### src/rtl/jstk_poll_scheduler.sv
// Shares one SPI transaction engine between the X and Y JSTK2 joysticks.
// Polls X then Y once per poll period, decodes each 5-byte reply, and
// substitutes a centred value on a channel after repeated timeouts.
module jstk_poll_scheduler #(
    parameter int unsigned POLL_CYCLES    = 100000,
    parameter int unsigned TIMEOUT_CYCLES = 40000,
    parameter int unsigned GAP_CYCLES     = 1500,
    parameter int unsigned FAIL_LIMIT     = 3
) (
    input  logic        clk,
    input  logic        rst,
    output logic        spi_start,
    output logic        spi_sel,
    input  logic        spi_busy,
    input  logic        spi_done,
    input  logic [39:0] spi_rx,
    output logic [10:0] x_val,
    output logic [10:0] y_val,
    output logic        x_bumper,
    output logic        y_bumper,
    output logic        x_upd,
    output logic        y_upd,
    output logic        x_fault,
    output logic        y_fault
);

    localparam int unsigned CNT_MAX = (TIMEOUT_CYCLES > GAP_CYCLES) ? TIMEOUT_CYCLES : GAP_CYCLES;
    localparam int unsigned POLL_W  = $clog2(POLL_CYCLES);
    localparam int unsigned CNT_W   = $clog2(CNT_MAX);
    localparam int unsigned FAIL_W  = $clog2(FAIL_LIMIT + 1);

    localparam logic [POLL_W-1:0] POLL_LAST = POLL_W'(POLL_CYCLES - 1);
    localparam logic [CNT_W-1:0]  TMO_LAST  = CNT_W'(TIMEOUT_CYCLES - 1);
    localparam logic [CNT_W-1:0]  GAP_LAST  = CNT_W'(GAP_CYCLES - 1);
    localparam logic [FAIL_W-1:0] FAIL_LAST = FAIL_W'(FAIL_LIMIT - 1);
    localparam logic [FAIL_W-1:0] FAIL_MAX  = FAIL_W'(FAIL_LIMIT);
    localparam logic [10:0]       CENTRE    = 11'd512;

    typedef enum logic [2:0] {
        S_IDLE,
        S_START,
        S_WAIT,
        S_DECODE,
        S_FAIL,
        S_GAP
    } state_t;

    state_t              state_q, state_d;
    logic [POLL_W-1:0]   poll_q;
    logic                tick;
    logic [CNT_W-1:0]    cnt_q, cnt_d;
    logic                sel_q, sel_d;
    logic [9:0]          raw_q, raw_d;
    logic                bump_q, bump_d;
    logic [10:0]         x_val_q, x_val_d, y_val_q, y_val_d;
    logic                x_bump_q, x_bump_d, y_bump_q, y_bump_d;
    logic                x_upd_q, x_upd_d, y_upd_q, y_upd_d;
    logic                x_fault_q, x_fault_d, y_fault_q, y_fault_d;
    logic [FAIL_W-1:0]   x_fail_q, x_fail_d, y_fail_q, y_fail_d;

    // Reply bytes that carry nothing this block uses.
    logic rx_unused;
    assign rx_unused = ^{spi_rx[31:26], spi_rx[15:10], spi_rx[7:1]};

    assign tick = (poll_q == POLL_LAST);

    // Free-running poll-period timer; tick marks its last count.
    always_ff @(posedge clk or negedge rst) begin
        if (!rst) begin
            poll_q <= '0;
        end else if (tick) begin
            poll_q <= '0;
        end else begin
            poll_q <= poll_q + 1'b1;
        end
    end

    // State, counters, captured reply and all registered outputs.
    always_ff @(posedge clk or negedge rst) begin
        if (!rst) begin
            state_q   <= S_IDLE;
            cnt_q     <= '0;
            sel_q     <= 1'b0;
            raw_q     <= '0;
            bump_q    <= 1'b0;
            x_val_q   <= CENTRE;
            y_val_q   <= CENTRE;
            x_bump_q  <= 1'b0;
            y_bump_q  <= 1'b0;
            x_upd_q   <= 1'b0;
            y_upd_q   <= 1'b0;
            x_fault_q <= 1'b0;
            y_fault_q <= 1'b0;
            x_fail_q  <= '0;
            y_fail_q  <= '0;
        end else begin
            state_q   <= state_d;
            cnt_q     <= cnt_d;
            sel_q     <= sel_d;
            raw_q     <= raw_d;
            bump_q    <= bump_d;
            x_val_q   <= x_val_d;
            y_val_q   <= y_val_d;
            x_bump_q  <= x_bump_d;
            y_bump_q  <= y_bump_d;
            x_upd_q   <= x_upd_d;
            y_upd_q   <= y_upd_d;
            x_fault_q <= x_fault_d;
            y_fault_q <= y_fault_d;
            x_fail_q  <= x_fail_d;
            y_fail_q  <= y_fail_d;
        end
    end

    // Next-state logic: launch, wait/timeout, decode or fail, then gap.
    always_comb begin
        state_d   = state_q;
        cnt_d     = cnt_q;
        sel_d     = sel_q;
        raw_d     = raw_q;
        bump_d    = bump_q;
        x_val_d   = x_val_q;
        y_val_d   = y_val_q;
        x_bump_d  = x_bump_q;
        y_bump_d  = y_bump_q;
        x_upd_d   = 1'b0;
        y_upd_d   = 1'b0;
        x_fault_d = x_fault_q;
        y_fault_d = y_fault_q;
        x_fail_d  = x_fail_q;
        y_fail_d  = y_fail_q;
        spi_start = 1'b0;

        case (state_q)
            S_IDLE: begin
                if (tick) begin
                    sel_d   = 1'b0;
                    state_d = S_START;
                end
            end
            S_START: begin
                if (!spi_busy) begin
                    spi_start = 1'b1;
                    cnt_d     = '0;
                    state_d   = S_WAIT;
                end
            end
            S_WAIT: begin
                // done wins over the timeout expiring in the same cycle
                if (spi_done) begin
                    raw_d   = sel_q ? {spi_rx[9:8], spi_rx[23:16]}
                                    : {spi_rx[25:24], spi_rx[39:32]};
                    bump_d  = spi_rx[0];
                    state_d = S_DECODE;
                end else if (cnt_q == TMO_LAST) begin
                    state_d = S_FAIL;
                end else begin
                    cnt_d = cnt_q + 1'b1;
                end
            end
            S_DECODE: begin
                if (!sel_q) begin
                    x_val_d   = {1'b0, raw_q};
                    x_bump_d  = bump_q;
                    x_upd_d   = 1'b1;
                    x_fail_d  = '0;
                    x_fault_d = 1'b0;
                end else begin
                    y_val_d   = {1'b0, raw_q};
                    y_bump_d  = bump_q;
                    y_upd_d   = 1'b1;
                    y_fail_d  = '0;
                    y_fault_d = 1'b0;
                end
                cnt_d   = '0;
                state_d = S_GAP;
            end
            S_FAIL: begin
                if (!sel_q) begin
                    if (x_fail_q >= FAIL_LAST) begin
                        x_fail_d  = FAIL_MAX;
                        x_fault_d = 1'b1;
                        x_val_d   = CENTRE;
                        x_bump_d  = 1'b0;
                        x_upd_d   = 1'b1;
                    end else begin
                        x_fail_d = x_fail_q + 1'b1;
                    end
                end else begin
                    if (y_fail_q >= FAIL_LAST) begin
                        y_fail_d  = FAIL_MAX;
                        y_fault_d = 1'b1;
                        y_val_d   = CENTRE;
                        y_bump_d  = 1'b0;
                        y_upd_d   = 1'b1;
                    end else begin
                        y_fail_d = y_fail_q + 1'b1;
                    end
                end
                cnt_d   = '0;
                state_d = S_GAP;
            end
            S_GAP: begin
                if (cnt_q == GAP_LAST) begin
                    if (!sel_q) begin
                        sel_d   = 1'b1;
                        state_d = S_START;
                    end else begin
                        sel_d   = 1'b0;
                        state_d = S_IDLE;
                    end
                end else begin
                    cnt_d = cnt_q + 1'b1;
                end
            end
            default: begin
                state_d = S_IDLE;
            end
        endcase
    end

    assign spi_sel  = sel_q;
    assign x_val    = x_val_q;
    assign y_val    = y_val_q;
    assign x_bumper = x_bump_q;
    assign y_bumper = y_bump_q;
    assign x_upd    = x_upd_q;
    assign y_upd    = y_upd_q;
    assign x_fault  = x_fault_q;
    assign y_fault  = y_fault_q;

endmodule

### config.mk
export PLATFORM = sky130hd
export DESIGN_NAME = jstk_poll_scheduler
export DESIGN_NICKNAME = d
export VERILOG_FILES = /design/src/rtl/jstk_poll_scheduler.sv
export SDC_FILE = /design/constraint.sdc
export NUM_CORES = 1
export LEC_CHECK = 0
export BUFFER_PORTS_ARGS = -buffer_cell sky130_fd_sc_hd__buf_4
export CAP_MARGIN = 10
export CORE_UTILIZATION = 45
export DETAILED_ROUTE_END_ITERATION = 10
export GPL_ROUTABILITY_DRIVEN = 0
export GPL_TIMING_DRIVEN = 0
export PLACE_DENSITY_LB_ADDON = 0.08
export SETUP_SLACK_MARGIN = 0.3
export SLEW_MARGIN = 20
export SYNTH_ARGS = -nofsm -noshare
export SYNTH_HDL_FRONTEND = slang
export SYNTH_SLANG_ARGS = --single-unit
### constraint.sdc
create_clock -name clk -period 2.9 [get_ports clk]
set_input_delay 0.29 -clock clk [delete_from_list [all_inputs] [get_ports clk]]
set_output_delay 0.29 -clock clk [all_outputs]
set_load 0.02 [all_outputs]
# Word-level counts from Yosys, hierarchy flattened
# Index checks and enable logic that the tools add are counted.
# totals
wordCells	115
register_bits	80
in_bits	44
output_inout_bits	30
# op_classes
order_cmp	2
eq_ne	21
n_addsub	4
mux	59
n_reduce_logical	13
# ops
cell	n
$mux W11	6
$mux W16	4
$pmux W16 S4	1
$pmux W11 S2	2
$ne A2 B2 Y1 const B	12
$mux W1	23
$add A17 B1 Y17 const B	1
$eq A17 B17 Y1 const B	1
$mux W17	1
$add A16 B1 Y16 const B	1
$eq A16 B11 Y1 const B	1
$eq A16 B16 Y1 const B	1
$mux W3	5
$pmux W3 S5	1
$pmux W1 S2	7
$mux W2	6
$reduce_and A4 Y1	3
$mux W10	1
$reduce_and A3 Y1	3
$pmux W2 S2	2
$eq A3 B2 Y1 const B	2
$eq A3 B3 Y1 const B	2
$reduce_and A5 Y1	1
$add A2 B1 Y2 const B	2
other kinds (8)	10

# Longest topological paths before layout
# logic_depth
ltp_word	4
depth_mapped	7
ltp_nobuf	6

# Worst setup path before layout
# OpenSTA, ideal clock, no wires.
# synth_timing
kind	register to register
from	reg cnt_q[6]
to	reg cnt_q[12]
period_less_slack_ns	2.331
arrival_ns	2.207
t_required_ns	2.776
slack_ns	0.569
path_buffers	2
path_stages_with_launch	8
setup_ns	0.124
path_cell_list	dfrtp_1 buf_6 or4b_1 or4_4 o2bb2ai_2 buf_6 and3_1 a211o_1
# synth_between
elab_chain_cells	4
elab_cells_between_ends	10
cone_classes	add/sub (1); eq/ne (4); mux (4); reduce/logical (1)
# synth_lines
item	line	source
from (decl)	51	logic [CNT_W-1:0] cnt_q, cnt_d;
from (signal assigned)	98	cnt_q <= cnt_d;
$add A16 B1 Y16	158, 213	
$mux W16	155	end else if (cnt_q == TMO_LAST) begin
$mux W16	150	if (spi_done) begin
$pmux W16 S4	134	case (state_q)
# Several ways; a longest one is shown, not always the timed one. The select of a mux whose other input is x is not followed.
# A chain may end at the register's enable or synchronous reset.

# Final worst setup path
# Ends and elaborated chain as after synthesis.

==> run metrics <==
met3 Use GR 3.98%; # Max-Cap Violations 0; most common cell in the netlist dfrtp_1; routed length per instance 15.0 um; largest net degree at the start of global routing 79; Finished Cell Area 4480 um2; crit share post-route 85.7%; dpl cell area ~4300 um2; grt met2 use 34.3%; final number of setup-violating endpoints 0; Via density 5.48; unrepaired setup endpoints after global routing no; Yosys top cell area share between 50% and 60%; total negative slack 0 ps; Crit path required time 3140 ps; GRT Resource Usage Total 20.3%; HP Class in -> reg; CTS Buffer Depth 2; CP Data Arrival Time between 2000 and 3000 ps; clk_lat worst skew 360 ps; ys async rst share 100%; layout cell share with drive strength beyond 1 between 10% and 20%; Synth warnings 0; Crit Path Category reg -> reg; FF+latch area 1950 um2; clk_skew 8.07 ps; Synth Instances 376; Core ar. 7890 um2; Layout fillers roughly 730; Post CTS Setup Buffer Count 0; Max FO, Critical Path 10; VDD IR-drop max 0.340 mV; Area Overhead vs Synth 19.6%; Leak 2.12 nW; Port Buf Inserts 52; syn_area_per_cell approximately 10 um2; width of the die between 90 and 100 um; fin. max-slew vios 0; CTS buffer count 9; vias in the first global route approximately 2,900; Initial Util between 40% and 50%; die area 8700 um2; initial antenna violation count 0; synth unique cells 52; GRT busiest layer met2; DP Wirelength 5670 um; drt total wl 8250 um; htree depth 3; number of synthesized flops with an enable pin 0; initial drt markers roughly 100; measured slew at the worst slew-check pin 810 ps; met1 usage 25.5%; Slew HR a little under half; CTS tree yes; CP endpoint kind register; Worst-path clk slew 80 ps; Top FF cell, synth dfrtp_1; Top Ports 74; synthesized flop and latch total 78; pwr dens approximately 700 nW/um2; Synth area leader dfrtp_1; total number of vias 3,011; Detail Route Antenna Nets 0; CP Launch Type register; Post-synth top cells dfrtp_1 (76), nor2_1 (45), nand2_1 (44); Root Buffer clkbuf_8; sequential area share after synthesis a little over half; multi-input logic area roughly 1700 um2; CTS Sinks between 70 and 80; nets between 400 and 500; upper clock frequency limit 402 MHz; Cell Rows 32; router iterations before antenna repair 4; Synth Cell Area 3750 um2; Die H 93.3 um; flop-to-flop setup slack 410 ps; status completed; DRC 0; gr ovfl total 0; minimum clock period 2490 ps; dominant cells by area after synthesis dfrtp_1 (51%), nor2_1 (4.5%), nand2_1 (4.4%); first-pass GRT wire length between 10,000 and 15,000 um; Hold Vio Cnt, Final 0; n_diodes 0
## per-stage QoR
step	cells	utilization, %	total power, mW	setup WS (ps)	hold slack (ps)
2_1_floorplan	377	-	2.07	569	-5.59
3_3_place_gp	531	54.1	2.39	405	467
3_5_place_dp	531	54.1	2.41	391	471
4_1_cts	547	56.4	3.17	375	133
5_1_grt	549	56.8	3.35	335	165
6_report	549	56.8	3.15	413	170
## logic make-up after synthesis
group	count (synthesis)	share of synthesized area [%]
other	1	0.100
AO/OA/AOI/OAI	74	14.2
XOR/XNOR	15	3.51
buffers and inverters	28	3.51
multiplexers	14	3.81
flip-flops	78	52.2
AND/OR/NAND/NOR	164	22.1
adder cells (fa/ha/maj)	2	0.668
## critical path, cell delays in order (launching register included)
cell and delay [ps]:
dfrtp_1 380, buf_6 130, or4b_1 490, or4_4 550
o2bb2ai_2 220, buf_6 180, and3_1 160, a211o_1 260
## report_power, final
part	total, mW	leakage [nW]	internal (mW)	switching (mW)
clock network	0.762	0.0842	0.321	0.441
registers	1.39	1.02	1.27	0.120
logic	0.998	1.02	0.408	0.589
total	3.15	2.12	2.00	1.15
## path summary, 6_finish.rpt
| path | start | to | cells after the start |
|---|---|---|---|
| worst min-delay path | spi_rx[0] | bump_q$_DFFE_PN0P_ | 2 |
| max in group asynchronous | rst | poll_q[8]$_DFF_PN0_ | 3 |
| worst max-delay path | cnt_q[6]$_DFFE_PN0P_ | cnt_q[12]$_DFFE_PN0P_ | 7 |
| worst min register to register | y_val[1]$_DFFE_PN0P_ | y_val[1]$_DFFE_PN0P_ | 2 |
| min in group asynchronous | rst | x_val[8]$_DFFE_PN0P_ | 2 |
| worst max register to register | cnt_q[6]$_DFFE_PN0P_ | cnt_q[12]$_DFFE_PN0P_ | 7 |
## registers in the layout, indices dropped and copies added (netlist names)
register  flops
x_upd         1
bump_q        1
y_fault       1
y_bumper      1
spi_sel       1
x_fail_q      2
raw_q        10
y_fail_q      2
x_bumper      1
poll_q       17
cnt_q        16
x_val        10
x_fault       1
y_upd         1
state_q       3
y_val        10
## placed cells by master (no fill, tap or decap), types with 3 or more instances in the layout
master,instances
inv_1,6
and4_1,4
nand2_1,44
nand3_1,15
nor3_1,4
nor3b_1,3
buf_4,55
nand2b_1,3
nand4_1,5
a22o_1,12
xor2_1,8
o21bai_1,3
clkbuf_1,14
clkbuf_8,9
mux2i_1,12
nor2b_1,3
clkinvlp_4,3
a211o_1,3
o21ai_0,18
a21oi_1,13
and3_1,21
a221o_1,7
dfrtp_1,76
a31oi_1,3
nor2_1,45
nor4b_1,3
xnor2_1,7
## repair_timing
item                       4_1_cts  5_1_grt
hold buffers                     0        1
setup endpoints to repair        0        5
hold endpoints to repair         0       36
gates resized for setup          0        2
## per-layer routing
metal | up-vias | wire (um) | share of wire (%)
met1 | 1464 | 3810 | 46
met5 | - | 0 | 0
li1 | 1481 | - | -
met4 | 0 | 113 | 1.4
met3 | 11 | 311 | 3.8
met2 | 55 | 4010 | 49
## area by class of cell
class | count | area share, %
Clock buffer | 9 | 2.76
Clock inverter | 7 | 1.26
Sequential cell | 78 | 43.6
Timing Repair Buffer | 54 | 9.38
Tap cell | 102 | 2.85
Multi-Input combinational cell | 271 | 37.2
Buffer | 22 | 2.46
Inverter | 6 | 0.503
Note: power is estimated with default switching activity, not from simulation.
